===== src/rtl/pulse_expand.sv =====
// pulse_expand: measures each high run on `in` and then emits one `out` pulse RATIO x as long.
// Latency: a run ending in cycle C (first low sample) drives out high from cycle C+2.
// Backpressure: none upstream; a run captured while the 1-deep buffer is held is discarded and flagged on drop.
//
// Ports:
//   clk      rising-edge clock
//   reset    asynchronous, active-high reset
//   in       serial input; a high run of N cycles encodes length N (saturates at MAX_IN)
//   out      registered expanded pulse, RATIO*N cycles long
//   busy     registered; emitter not idle or pending buffer valid (run measurement not included)
//   drop     registered one-cycle strobe when a captured run is discarded
//   drop_cnt saturating 8-bit drop count, present only with PULSE_EXPAND_DROP_CNT_EN defined
module pulse_expand #(
    parameter int RATIO  = 4,
    parameter int MAX_IN = 6
) (
    input  logic       clk,
    input  logic       reset,
    input  logic       in,
    output logic       out,
    output logic       busy,
    output logic       drop
`ifdef PULSE_EXPAND_DROP_CNT_EN
    ,
    output logic [7:0] drop_cnt
`endif
);

    localparam int MW = $clog2(MAX_IN + 1);
    localparam int OW = $clog2(RATIO * MAX_IN + 1);

    localparam logic [0:0] M_IDLE  = 1'b0;
    localparam logic [0:0] M_COUNT = 1'b1;

    localparam logic [1:0] E_IDLE = 2'd0;
    localparam logic [1:0] E_RUN  = 2'd1;
    localparam logic [1:0] E_GAP  = 2'd2;

    logic [0:0]    r_m_state, w_m_state_nxt;
    logic [MW-1:0] r_mcnt,    w_mcnt_nxt;
    logic [1:0]    r_e_state, w_e_state_nxt;
    logic [OW-1:0] r_ocnt,    w_ocnt_nxt;
    logic          r_pend_vld, w_pend_vld_nxt;
    logic [MW-1:0] r_pend_len, w_pend_len_nxt;
    logic          r_out, r_busy, r_drop;
    logic          w_drop_nxt;
    logic          w_capture;
    logic          w_load;
    logic [OW-1:0] w_load_len;

    // Measure side: count the high run, capture its length on the first low cycle.
    always_comb begin
        w_m_state_nxt = r_m_state;
        w_mcnt_nxt    = r_mcnt;
        w_capture     = 1'b0;
        case (r_m_state)
            M_IDLE: begin
                if (in) begin
                    w_m_state_nxt = M_COUNT;
                    w_mcnt_nxt    = MW'(1);
                end
            end
            default: begin
                if (in) begin
                    // Saturate rather than wrap so over-long runs emit the maximum pulse.
                    if (r_mcnt != MW'(MAX_IN))
                        w_mcnt_nxt = r_mcnt + MW'(1);
                end else begin
                    w_capture     = 1'b1;
                    w_m_state_nxt = M_IDLE;
                    w_mcnt_nxt    = '0;
                end
            end
        endcase
    end

    // The product fits in OW bits because pend_len never exceeds MAX_IN.
    assign w_load     = r_pend_vld && ((r_e_state == E_IDLE) || (r_e_state == E_GAP));
    assign w_load_len = OW'(r_pend_len) * OW'(RATIO);

    // Emit side: E_RUN holds out high for ocnt cycles, E_GAP forces one low cycle.
    always_comb begin
        w_e_state_nxt = r_e_state;
        w_ocnt_nxt    = r_ocnt;
        if (w_load) begin
            w_e_state_nxt = E_RUN;
            w_ocnt_nxt    = w_load_len;
        end else begin
            case (r_e_state)
                E_RUN: begin
                    if (r_ocnt == OW'(1)) begin
                        w_e_state_nxt = E_GAP;
                        w_ocnt_nxt    = '0;
                    end else begin
                        w_ocnt_nxt = r_ocnt - OW'(1);
                    end
                end
                default: w_e_state_nxt = E_IDLE;
            endcase
        end
    end

    // Pending buffer: a capture lands in the buffer if it is empty or being
    // drained into the emitter this same cycle; otherwise the new run is lost.
    always_comb begin
        w_pend_vld_nxt = r_pend_vld;
        w_pend_len_nxt = r_pend_len;
        w_drop_nxt     = 1'b0;
        if (w_load)
            w_pend_vld_nxt = 1'b0;
        if (w_capture) begin
            if (!r_pend_vld || w_load) begin
                w_pend_vld_nxt = 1'b1;
                w_pend_len_nxt = r_mcnt;
            end else begin
                w_drop_nxt = 1'b1;
            end
        end
    end

    always_ff @(posedge clk or posedge reset) begin
        if (reset) begin
            r_m_state  <= M_IDLE;
            r_mcnt     <= '0;
            r_e_state  <= E_IDLE;
            r_ocnt     <= '0;
            r_pend_vld <= 1'b0;
            r_pend_len <= '0;
            r_out      <= 1'b0;
            r_busy     <= 1'b0;
            r_drop     <= 1'b0;
        end else begin
            r_m_state  <= w_m_state_nxt;
            r_mcnt     <= w_mcnt_nxt;
            r_e_state  <= w_e_state_nxt;
            r_ocnt     <= w_ocnt_nxt;
            r_pend_vld <= w_pend_vld_nxt;
            r_pend_len <= w_pend_len_nxt;
            // Outputs are registered from next-state so they line up with the state they describe.
            r_out      <= (w_e_state_nxt == E_RUN);
            r_busy     <= (w_e_state_nxt != E_IDLE) || w_pend_vld_nxt;
            r_drop     <= w_drop_nxt;
        end
    end

    assign out  = r_out;
    assign busy = r_busy;
    assign drop = r_drop;

`ifdef PULSE_EXPAND_DROP_CNT_EN
    logic [7:0] r_drop_cnt;

    always_ff @(posedge clk or posedge reset) begin
        if (reset)
            r_drop_cnt <= 8'd0;
        else if (w_drop_nxt && (r_drop_cnt != 8'hFF))
            r_drop_cnt <= r_drop_cnt + 8'd1;
    end

    assign drop_cnt = r_drop_cnt;
`endif

endmodule


===== config.mk =====
export PLATFORM = sky130hd
export DESIGN_NAME = pulse_expand
export DESIGN_NICKNAME = d
export VERILOG_FILES = /design/src/rtl/pulse_expand.sv
export SDC_FILE = /design/constraint.sdc
export NUM_CORES = 1
export LEC_CHECK = 0
export ABC_AREA = 1
export CORE_MARGIN = 4
export CORE_UTILIZATION = 37
export DETAILED_ROUTE_END_ITERATION = 12
export GPL_ROUTABILITY_DRIVEN = 0
export GPL_TIMING_DRIVEN = 0
export PLACE_DENSITY = 0.6
export SYNTH_ARGS = -nofsm -noshare
export SYNTH_HDL_FRONTEND = slang
export SYNTH_SLANG_ARGS = --single-unit

===== constraint.sdc =====
create_clock -name clk -period 1 [get_ports clk]
set_input_delay 0.2 -clock clk [delete_from_list [all_inputs] [get_ports clk]]
set_output_delay 0.2 -clock clk [all_outputs]
set_load 0.02 [all_outputs]

## Yosys cells after proc, flatten, opt, wreduce, memory -nomap -nowiden

Cells that the tools add are included.

| cells by class | value |
|---|---|
| reductions and logical operators | 11 |
| muxes and demuxes | 18 |
| $add $sub $neg | 2 |
| equality and inequality tests | 6 |

Operators with widths:

| cell | number |
|---|---|
| 5-bit two-way mux | 3 |
| 3-bit two-way mux | 4 |
| 1-bit two-way mux | 8 |
| 2-bit two-way mux | 3 |
| 2-bit nonzero test | 3 |
| 5-bit by 1-bit equality test with 1-bit output (second input constant) | 1 |
| 5-bit by 1-bit subtractor with 5-bit output (second input constant) | 1 |
| 2-bit by 1-bit equality test with 1-bit output (second input constant) | 2 |
| 2-bit AND reduction | 2 |
| 3-bit by 1-bit adder with 3-bit output (second input constant) | 1 |
| 1-bit logical OR | 3 |
| 3-bit by 2-bit != test with 1-bit output (second input constant) | 1 |
| 3-bit != test (second input constant) | 1 |
| 2-bit equality test (second input constant) | 1 |
| 2-bit zero test | 1 |
| 1-bit logical AND | 1 |
| 1-bit zero test | 1 |

| storage, ports and cells | value |
|---|---|
| input bits | 3 |
| register bits | 18 |
| output and inout bits | 3 |
| logic and storage cells | 46 |

## Longest topological paths before layout

| depth | value |
|---|---|
| depth in word-level cells | 7 |
| gate-level depth with buffers | 9 |
| mapped depth without buffers | 9 |

## Worst setup path before layout

No wires, ideal clock.

| timing path | value |
|---|---|
| path kind | register to register |
| start | register r_ocnt[1] |
| end | register r_ocnt[3] |
| setup time | 116 ps |
| cell stages (with the launch flop) | 10 |
| buffers on the path | 0 |
| setup slack | -81 ps |
| arrival | 964 ps |
| data required time | 884 ps |
| clock period less this slack | 1081 ps |
| cell sequence | dfrtp_1 inv_1 ha_1 inv_1 nor2_1 nand2_2 nand2_4 inv_2 nand2_1 nand2_1 |

| between the ends | value |
|---|---|
| longest elaborated chain between the ends | 4 |
| elaborated cells between the ends (all ways) | 5 |
| those cells by class | 1 x add/sub; 1 x eq/ne; 3 x mux |

Ends and longest elaborated chain:

| element | line | text |
|---|---|---|
| start, declared | 42 | `logic [OW-1:0] r_ocnt, w_ocnt_nxt;` |
| start signal, assigned | 136 | `r_ocnt <= w_ocnt_nxt;` |
| 5-bit by 1-bit subtractor with 5-bit output / 5-bit by 1-bit equality test with 1-bit output (equally long branches) | 95, 91 |  |
| 5-bit two-way mux * | 91 | `if (r_ocnt == OW'(1)) begin` |
| 5-bit two-way mux * | 89 | `case (r_e_state)` |
| 5-bit two-way mux * | 85 | `if (w_load) begin` |

Every way passes the cells marked *; elsewhere a longest branch is shown, timed or not. The select of a mux whose other input is x is not followed.
A chain may end at the register's enable or synchronous reset.

## Worst setup path after layout

| timing path | value |
|---|---|
| start | register r_ocnt[1] |
| end | register r_out (netlist: out) |

| between the ends | value |
|---|---|
| longest elaborated chain between the ends | 5 |

Ends and longest elaborated chain:

| element | line | text |
|---|---|---|
| 5-bit by 1-bit equality test with 1-bit output | 91 |  |
| 2-bit two-way mux | 91 |  |
| 2-bit two-way mux | 89 |  |
| 2-bit two-way mux | 85 |  |
| 2-bit by 1-bit equality test with 1-bit output | 140 | `r_out <= (w_e_state_nxt == E_RUN);` |
| end signal, assigned | 140 |  |
| end, declared | 45 | `logic r_out, r_busy, r_drop;` |

Every way passes these cells.

==> metrics.cfg <==
[pwr]
seq_power_share=0.379
p_per_area_nw_per_um2=2700
p_comb_frac=0.477
clock_power_share=0.144
worst_ir_drop_vdd_uv=1280
p_switching_mw=1.33
p_int_mw=1.85
power_leakage_nw=0.594
switching_share=0.418

[synthesis]
syn-mean-instance-area_um2=8.16
synth_top_area_frac=0.502
synth_xor_area_frac=0
ys_top_cells_by_area=dfrtp_1, nand2_1, inv_1, ha_1, nand3_1
synth_cells=110
seq_area_frac_synth=0.502
synth_top_area_cell=dfrtp_1
syn_nets=117
yosysWarnings=0
synth_top_family_by_area=simple AND/OR/NAND/NOR gates
synth.distinct_cells=16
syn-cell-area_um2=897
ys_ff_latch=18
synthAdderAreaFrac=0.0558
synth_compound_area_frac=0.0279
synth-simple-area-share=0.335
synth.area.mux_share=0

[job]
cap_violations=0

[timing]
max_slew_margin=0.551
fmax_ghz=0.875
fin_crit_sh=1.14
fin_crit_ns=1.14
timing.final.hold_violations=0
finalClockSkew_ns=0.00433
worst_slew_pin_slew_ns=0.673
final_max_slew_viol_count=0
setup_viol=16
hold_ws_ns=0.292
rsz0062_at_grt=true
finalWorstSetupSlack_ns=-0.143

[clock_tree]
htree_levels=1
clock_sinks=18
cts_hold_buf=0
cts_tree=done
path_clk_slew_ns=0.11
cts_root_buffer=clkbuf_4
clock_tree.buffer_depth=2
clk_latency_ns=0.30
cts_buffers=3

[global_routing]
grt_most_used_layer=met2
grt_overflow=0
met1_usage=0.144
use_met2=0.197
antenna_found_initial=0
grt_usage=0.119
grt_max_degree=19
grt_util_met3=0.0271
grt_pass1_wl_mm=3.06
grt_pass1_vias=734

[layout]
final_nets=133
finalInstanceArea_um2=1180
num_antenna_cells=0
layout.cells.non_filler=153
drive_gt1_frac=0.392
syn_to_final_growth_pct=31.5

[routing]
drcViolationCount=0
drtAntennaViolNets=0
via_per_inst=4.72
wire_per_inst_um=11.1
drt_iter0_markers=14
drtPass1Iterations=4
vias=722
drt_wl_total_mm=1.70

[setup_path]
crit_slowest_cell=dfrtp_1
worst-r2r-setup-slack_ns=-0.14
worstRegToRegCells=8
path_cells=inv_2 > ha_4 > inv_2 > nor2_2 > nand2_2 > nand2_4 > buf_4 > nand2_1
crit_path_end_kind=register
timing.critical_path.to=out
cp.arrival_ns=1.34
required_ns=1.19
worstSetupStartpoint=r_ocnt[1]
path_class=reg2reg
crit_top_cell=inv_2
r2r_start=r_ocnt[1]
cp_max_fo=4
r2r_end=out
startpoint_type=register
slowest_delay_ns=0.41

[floorplanning]
num_rows=17
die_w_um=57.2
coreArea_um2=2250
pin_count=6
die_area_um2=3280
start_util=0.398
die_h_um=57.2

[placement]
placed_area_um2=1000
portBuffers=5
dpl.hpwl_mm=1.19
post-place-cells=143

[status]
status=complete, but fails checks
violations=negative setup slack

[worst_hold_path]
min_path_type=in2async

-- power groups by stage --
| stage | clock (mW) | sequential (mW) | combinational [mW] |
|---|---|---|---|
| after floorplan | 0 | 1.20 | 0.879 |
| after global placement | 0 | 1.17 | 1.19 |
| after detailed placement | 0 | 1.18 | 1.23 |
| after CTS | 0.479 | 1.18 | 1.36 |
| after global routing | 0.508 | 1.24 | 1.75 |
| final | 0.457 | 1.21 | 1.52 |
-- placed cells by master (no fill, tap or decap), drive strengths merged --
cell type and n:
nand2 40, inv 19, dfrtp 18, nand3 10, nor2 9, buf 9, ha 4, clkbuf 4
o21ai 4, nand4 3, nand3b 2, clkdlybuf4s50 2, a21oi 1
-- cells in the mapped netlist (all sizes together) --
| cell | instances |
|---|---|
| nand2 | 40 |
| ha | 4 |
| a21oi | 1 |
| o21ai | 4 |
| dfrtp | 18 |
| inv | 19 |
| nand4 | 3 |
| nand3 | 10 |
| nand3b | 2 |
| nor2 | 9 |
-- routing by layer --
metal,routed length (µm),vias to the layer above
met2,854,10
met5,0,-
met4,39,0
met1,757,337
met3,49,5
li1,-,370
-- through the flow --
| stage | utilization | power [mW] | setup TNS [ns] | setup WS [ns] |
|---|---|---|---|---|
| floorplan | - | 2.07 | -0.243 | -0.0808 |
| global placement | 0.443 | 2.36 | -5.51 | -0.268 |
| detailed placement | 0.443 | 2.41 | -5.76 | -0.295 |
| CTS | 0.482 | 3.02 | -1.33 | -0.188 |
| global route | 0.523 | 3.50 | -2.04 | -0.223 |
| finish | 0.523 | 3.18 | -0.934 | -0.143 |
-- worst max-delay path, delay by kind of cell (launching register included) --
| kind | cells | cell delay (ns) |
|---|---|---|
| DFF | 1 | 0.41 |
| and+or+nand+nor | 4 | 0.28 |
| adders and majority gates | 1 | 0.12 |
| buffers and inverters | 3 | 0.21 |
-- repair_timing --
action | 4_1_cts | 5_1_grt
setup buffers | 3 | 3
endpoints found under the setup margin | 16 | 17
cloned | 0 | 0
resized for setup | 27 | 21
pin swaps | 11 | 11
-- kinds of logic after synthesis --
logic type / Yosys count
adder cells (fa/ha/maj): 4
flip-flops: 18
AO/OA/AOI/OAI: 5
buffers and inverters: 19
AND/OR/NAND/NOR: 64
-- layout make-up --
type / count / area [µm²]
well taps: 28 / 35.0
multi-input cells: 73 / 482
flip-flops and latches: 18 / 453
fillers: 224 / 1070
inverters: 19 / 71.3
repair buffers: 11 / 103
clock buffers: 4 / 36.3
-- registers in the layout, indices dropped and copies added (netlist names) --
register / cells
r_ocnt: 5
r_mcnt: 3
r_pend_len: 3
out: 1
r_m_state: 1
r_e_state: 2
drop: 1
r_pend_vld: 1
busy: 1
-- worst min path at each step --
stage | from | depth (start not counted) | endpoint
2_1_floorplan | reset | 1 | busy
3_3_place_gp | r_pend_len[1] | 2 | r_pend_len[1]
3_5_place_dp | r_pend_len[1] | 2 | r_pend_len[1]
4_1_cts | reset | 2 | drop
5_1_grt | reset | 2 | drop
6_report | reset | 2 | r_ocnt[2]
(Power assumes the default switching activity.)
